**src/rtl/gray_to_binary_stream.sv**
```systemverilog
// Gray-to-binary decoder with a 2-entry skid buffer on the output and a registered ready.
// Define GRAY_SEQ_CHECK_EN to build in the Hamming-distance-1 sequence checker on accepted words.
module gray_to_binary_stream #(
    parameter int WIDTH = 4
) (
    input  logic             clk,
    input  logic             rst_n,
    input  logic             gry_valid,
    input  logic [WIDTH-1:0] gry,
    output logic             gry_ready,
    output logic             bin_valid,
    output logic [WIDTH-1:0] bin,
    input  logic             bin_ready,
    output logic [15:0]      word_cnt,
    input  logic             err_clr,
    output logic             seq_err,
    output logic [7:0]       err_cnt
);

    function automatic logic [WIDTH-1:0] gray_decode(input logic [WIDTH-1:0] g);
        logic [WIDTH-1:0] b;
        b[WIDTH-1] = g[WIDTH-1];
        for (int i = WIDTH - 2; i >= 0; i--) begin
            b[i] = b[i+1] ^ g[i];
        end
        return b;
    endfunction

    logic [WIDTH-1:0] data_q [2];
    logic             wr_ptr_q;
    logic             rd_ptr_q;
    logic [1:0]       count_q, count_d;
    logic             gry_ready_q, gry_ready_d;
    logic [15:0]      word_cnt_q;
    logic             accept;
    logic             xfer;

    assign accept = gry_valid && gry_ready_q;
    assign xfer   = (count_q != 2'd0) && bin_ready;

    // Ready is computed from the next occupancy so it can be a flop with no path from bin_ready.
    always_comb begin
        count_d = count_q;
        if (accept && !xfer) begin
            count_d = count_q + 2'd1;
        end else if (!accept && xfer) begin
            count_d = count_q - 2'd1;
        end
        gry_ready_d = (count_d != 2'd2);
    end

    always_ff @(posedge clk or negedge rst_n) begin
        if (!rst_n) begin
            count_q     <= 2'd0;
            wr_ptr_q    <= 1'b0;
            rd_ptr_q    <= 1'b0;
            gry_ready_q <= 1'b0;
            word_cnt_q  <= 16'd0;
        end else begin
            count_q     <= count_d;
            gry_ready_q <= gry_ready_d;
            if (accept) wr_ptr_q <= ~wr_ptr_q;
            if (xfer) begin
                rd_ptr_q   <= ~rd_ptr_q;
                word_cnt_q <= word_cnt_q + 16'd1;
            end
        end
    end

    // NOTE: payload storage has no reset; bin is gated by bin_valid, so stale contents are never visible.
    always_ff @(posedge clk) begin
        if (accept) data_q[wr_ptr_q] <= gray_decode(gry);
    end

    assign gry_ready = gry_ready_q;
    assign bin_valid = (count_q != 2'd0);
    assign bin       = bin_valid ? data_q[rd_ptr_q] : '0;
    assign word_cnt  = word_cnt_q;

`ifdef GRAY_SEQ_CHECK_EN
    logic [WIDTH-1:0] hist_q;
    logic             hist_valid_q;
    logic             seq_err_q;
    logic [7:0]       err_cnt_q;
    logic [WIDTH-1:0] diff;
    logic             one_bit;
    logic             violation;

    // Exactly one differing bit: non-zero and a power of two.
    assign diff      = gry ^ hist_q;
    assign one_bit   = (diff != '0) && ((diff & (diff - WIDTH'(1))) == '0);
    assign violation = accept && hist_valid_q && !one_bit;

    always_ff @(posedge clk or negedge rst_n) begin
        if (!rst_n) begin
            hist_q       <= '0;
            hist_valid_q <= 1'b0;
            seq_err_q    <= 1'b0;
            err_cnt_q    <= 8'd0;
        end else begin
            if (accept) begin
                hist_q       <= gry;
                hist_valid_q <= 1'b1;
            end
            if (err_clr) begin
                seq_err_q <= violation;
                err_cnt_q <= violation ? 8'd1 : 8'd0;
            end else if (violation) begin
                seq_err_q <= 1'b1;
                if (err_cnt_q != 8'hFF) err_cnt_q <= err_cnt_q + 8'd1;
            end
        end
    end

    assign seq_err = seq_err_q;
    assign err_cnt = err_cnt_q;
`else
    logic unused_err_clr;
    assign unused_err_clr = err_clr;
    assign seq_err        = 1'b0;
    assign err_cnt        = 8'd0;
`endif

endmodule

```
**config.mk**
```make
export PLATFORM = sky130hd
export DESIGN_NAME = gray_to_binary_stream
export DESIGN_NICKNAME = d
export VERILOG_FILES = /design/src/rtl/gray_to_binary_stream.sv
export SDC_FILE = /design/constraint.sdc
export NUM_CORES = 1
export LEC_CHECK = 0
export BUFFER_PORTS_ARGS = -buffer_cell sky130_fd_sc_hd__buf_2
export CORE_MARGIN = 1.5
export CORE_UTILIZATION = 45
export DETAILED_ROUTE_END_ITERATION = 12
export PLACE_DENSITY_LB_ADDON = 0.05
export SETUP_SLACK_MARGIN = 0.05
export SLEW_MARGIN = 10
export SYNTH_ARGS = -nofsm -noshare
export SYNTH_HDL_FRONTEND = slang
export SYNTH_SLANG_ARGS = --single-unit
```
**constraint.sdc**
```tcl
create_clock -name clk -period 1.9 [get_ports clk]
set_input_delay 0.095 -clock clk [delete_from_list [all_inputs] [get_ports clk]]
set_output_delay 0.095 -clock clk [all_outputs]
set_load 0.01 [all_outputs]
```
==> flow_results.org <==
** Outcome
- Outcome :: finished with violations
- The checks that failed: design-rule violations.

** Pwr
- Total power for the finished layout comes to 1971 uW.
- Leakage dissipation :: about 0.00080 uW
- Cell Pwr Density :: 1252 nW/um^2
- Across the VDD grid, the largest voltage drop is 0.6802 mV.

** Floorplan
- Standard-cell rows :: 19
- The die is 57.90 microns tall.
- The region available for standard cell placement spans about 2800 sq um.
- Die Width :: a little under 60 microns
- Area of the die :: 3352 sq um
- Pin placement for this block handled 40 I/O pins.
- For this configuration, the core starts out at a cell density of 48.35%.

** Logic synthesis
- Number of distinct standard cells referenced by the synthesized netlist :: 25
- The most common cell in the synthesized netlist is sky130_fd_sc_hd__dfrtp_1.
- The largest total area in the synthesized netlist belongs to sky130_fd_sc_hd__dfrtp_1.
- Synthesis handed over a netlist of between 100 and 150 instances.
- Synthesis Warnings :: 0
- Main synth FF type :: sky130_fd_sc_hd__dfrtp_1
- Proportion of synthesized chip area in sequential cells :: 56.46%
- Area share of the largest cell type after synthesis :: 38.75%
- In this run, synthesis produced a sequential element count of 29.
- The synthesized design contains 8 enable-type register cells.
- Ranked by instance count, the synthesized netlist is headed by 21 x sky130_fd_sc_hd__dfrtp_1, 12 x sky130_fd_sc_hd__xor2_1, 10 x sky130_fd_sc_hd__xnor2_1, 9 x sky130_fd_sc_hd__buf_4, 9 x sky130_fd_sc_hd__nor2_1.
- Post-synthesis cell area :: between 1000 and 1500 sq um
- Top post-synthesis cells by area :: sky130_fd_sc_hd__dfrtp_1 39%, sky130_fd_sc_hd__edfxtp_1 18%, sky130_fd_sc_hd__xor2_1 7.7%
- Mean instance size in the synthesized netlist :: 12.00 sq um
- Ys async rst share :: 72.41%

** Timing
- Time the worst path needs with I/O delays and setup :: 1.680 ns
- The clock arrives with 0.008795 ns of skew.
- Final Hold Vio Count :: 0
- Summed over all failing endpoints, the final setup total negative slack is 0 ns.
- Setup slack after layout :: around 0.22 ns
- Peak clock frequency supported by timing :: approximately 0.6 GHz
- After layout, the worst path uses 88.44% of the clock period.
- Setup violations remaining at the end of the flow were counted as 0.
- Setup repair after global routing left no endpoint under its margin.
- Number of slew-limit violations in the final report :: 0

** Final layout
- Core occupancy in the finished layout :: a little under three fifths
- Multi-input combinational cell area :: approximately 530 sq um
- Number of nets at the end of the flow :: 160
- In the final layout, the share of cells above drive strength 1 is approximately a quarter.
- From synthesis to final layout, the design area changed by 16.05%.
- The layout has around 250 filler cells.
- Seq. cell area :: 765.7 sq um
- 0 antenna diodes ended up in the layout.
- Once layout is complete, the cells apart from fillers number about 180.

** CTS
- Clock latency reported for the late side of the worst-skew pair :: 0.31 ns
- Sinks on Clock Net :: 29
- TritonCTS clock tree :: yes
- The root buffer cell chosen for the clock tree is sky130_fd_sc_hd__clkbuf_4.
- Maximum level of the CTS H-tree :: 2
- After clock tree synthesis, the clock-pin slew on the worst setup and hold paths is ~0.09 ns.
- CTS max path bufs :: 2
- Total CTS buffers :: 5

** Worst setup path
- Among all stages on the critical path, the largest delay is contributed by sky130_fd_sc_hd__dfrtp_1.
- For the worst setup path, the data arrival time is between 1.5 and 2 ns.
- CP Buf/Inv Count :: 1
- Grouping stages by cell kind, the critical path spends the most delay in simple AND/OR/NAND/NOR gates.
- The worst setup path is of the flop to flop kind.
- STA puts the critical path data required time at between 2 and 2.5 ns.
- Traced cell by cell, the critical path runs through inv_1, ha_1, and4b_2, nor4b_4, nand3_1, xnor2_1.
- The worst setup path is captured at a flop.
- Crit-path max FO :: 4
- Critical Path Source Type :: flop
- Maximum single-stage delay on the critical path :: just under 0.4 ns

** Detailed routing
- After detailed routing, the number of vias per cell comes to roughly 4.7.
- In the routed design, unresolved DRC markers number 3.
- Wire length reported by the detailed router :: ~2100 microns
- Detailed router's first-iteration violation count :: 32
- Number of detailed-route iterations in the first pass :: 10
- Total vias in the final route :: roughly 860
- Routed WL per cell :: 11.64 microns
- The detail route stage leaves a number of antenna-violating nets equal to 0.

** Global route
- The initial antenna violation count is 0.
- Remaining Overflow, GRT :: 0
- The number of global-route vias before repair came to 812.
- GR Util All Layers :: 14.77%
- Largest net degree at the start of global routing :: 22
- First-pass GRT wire length :: between 3000 and 4000 microns

** Placed design
- After detailed placement, the design holds a cell count of 171.
- At the placement stage, the worst setup path has a slack of between 0.2 and 0.25 ns.
- The count of buffers added on input and output ports is 29.
- The congestion estimate from routability-driven global placement came to about 0.75.
- After legalization and detailed placement, the total HPWL measured between 1500 and 2000 microns.

** Min path
- The min-delay analysis places its worst path in the category input port to flop.

** Run
- Maxcap violations :: 0
## state kept, by name, summed over array words and instances (netlist names)
name	flops
word_cnt	16
gry_ready	1
data_q	8
rd_ptr_q	1
wr_ptr_q	1
count_q	2
## final cells by class
| type | count | share of cell area, % |
|---|---|---|
| inverter | 3 | 0.7154 |
| sequential | 29 | 48.65 |
| clock buffer | 8 | 3.100 |
| multi-input combinational | 77 | 33.62 |
| timing repair buffer | 33 | 11.45 |
| tap | 31 | 2.464 |
## kinds of logic (layout without fill, tap and decap cells)
group,count (synthesis),in the layout,share of synthesized area [%]
DFF,29,29,56.46
adders and majority gates,2,2,1.845
AOI/OAI and AO/OA,1,1,0.5537
muxes,6,6,4.613
buffers and inverters,15,44,6.826
other,1,9,0.2765
and+or+nand+nor,37,37,15.22
xor gates and xnor gates,22,22,14.21
## worst paths after layout
kind / slack, ns / cells past startpoint / endpoint / startpoint
max: 0.22 / 6 / word_cnt[15] / count_q[0]
min: 0.11 / 2 / data_q[1][0] / gry[0]
max reg2reg: 0.22 / 6 / word_cnt[15] / count_q[0]
min reg2reg: 0.48 / 1 / word_cnt[15] / word_cnt[15]
max in group asynchronous: 1.31 / 2 / gry_ready / rst_n
min in group asynchronous: 0.26 / 2 / word_cnt[0] / rst_n
## metrics by stage
step | hold WS [ns] | cell area, sq um
final | 0.1102 | 1574
after global routing | 0.1120 | 1574
after CTS | 0.08927 | 1573
after detailed placement | 0.07937 | 1504
after global placement | 0.07862 | 1504
after floorplan | -0.2006 | 1386
## where the power goes
group | total (uW) | switching [uW] | internal [uW] | leakage, uW
logic | 683 | 349 | 334 | 0.000426
clock network | 330 | 183 | 147 | 0.0000265
registers | 959 | 148 | 811 | 0.000344
## repair_timing
action | CTS | global route
gates resized for setup | 0 | 1
buffers inserted | 0 | 0
hold buffers | 2 | 0
endpoints found under the setup margin | 0 | 2
endpoints found under the hold margin | 23 | 0
## cell usage in the layout, fill, tap and decap left out, types with 2 or more instances in the layout
cell type / instances
sky130_fd_sc_hd__xnor2_1: 10
sky130_fd_sc_hd__mux2i_1: 4
sky130_fd_sc_hd__mux2_2: 2
sky130_fd_sc_hd__ha_1: 2
sky130_fd_sc_hd__buf_4: 2
sky130_fd_sc_hd__clkbuf_4: 5
sky130_fd_sc_hd__clkbuf_1: 3
sky130_fd_sc_hd__dfrtp_1: 21
sky130_fd_sc_hd__nand2_1: 8
sky130_fd_sc_hd__inv_1: 3
sky130_fd_sc_hd__nand4_1: 3
sky130_fd_sc_hd__and3_1: 3
sky130_fd_sc_hd__dlygate4sd3_1: 2
sky130_fd_sc_hd__buf_2: 29
sky130_fd_sc_hd__nor2_1: 9
sky130_fd_sc_hd__xor2_1: 12
sky130_fd_sc_hd__edfxtp_1: 8
sky130_fd_sc_hd__nand3_1: 7
sky130_fd_sc_hd__conb_1: 9
## layer usage
layer	share of wire [%]	vias up	wire (microns)	GRT usage, %
met5	0	-	0	0
met4	1.5	0	32	7.309
met3	5.0	5	105	4.911
met2	43	28	906	21.92
met1	50	389	1062	19.47
li1	-	437	-	-
Power figures use the tool's default switching activity.
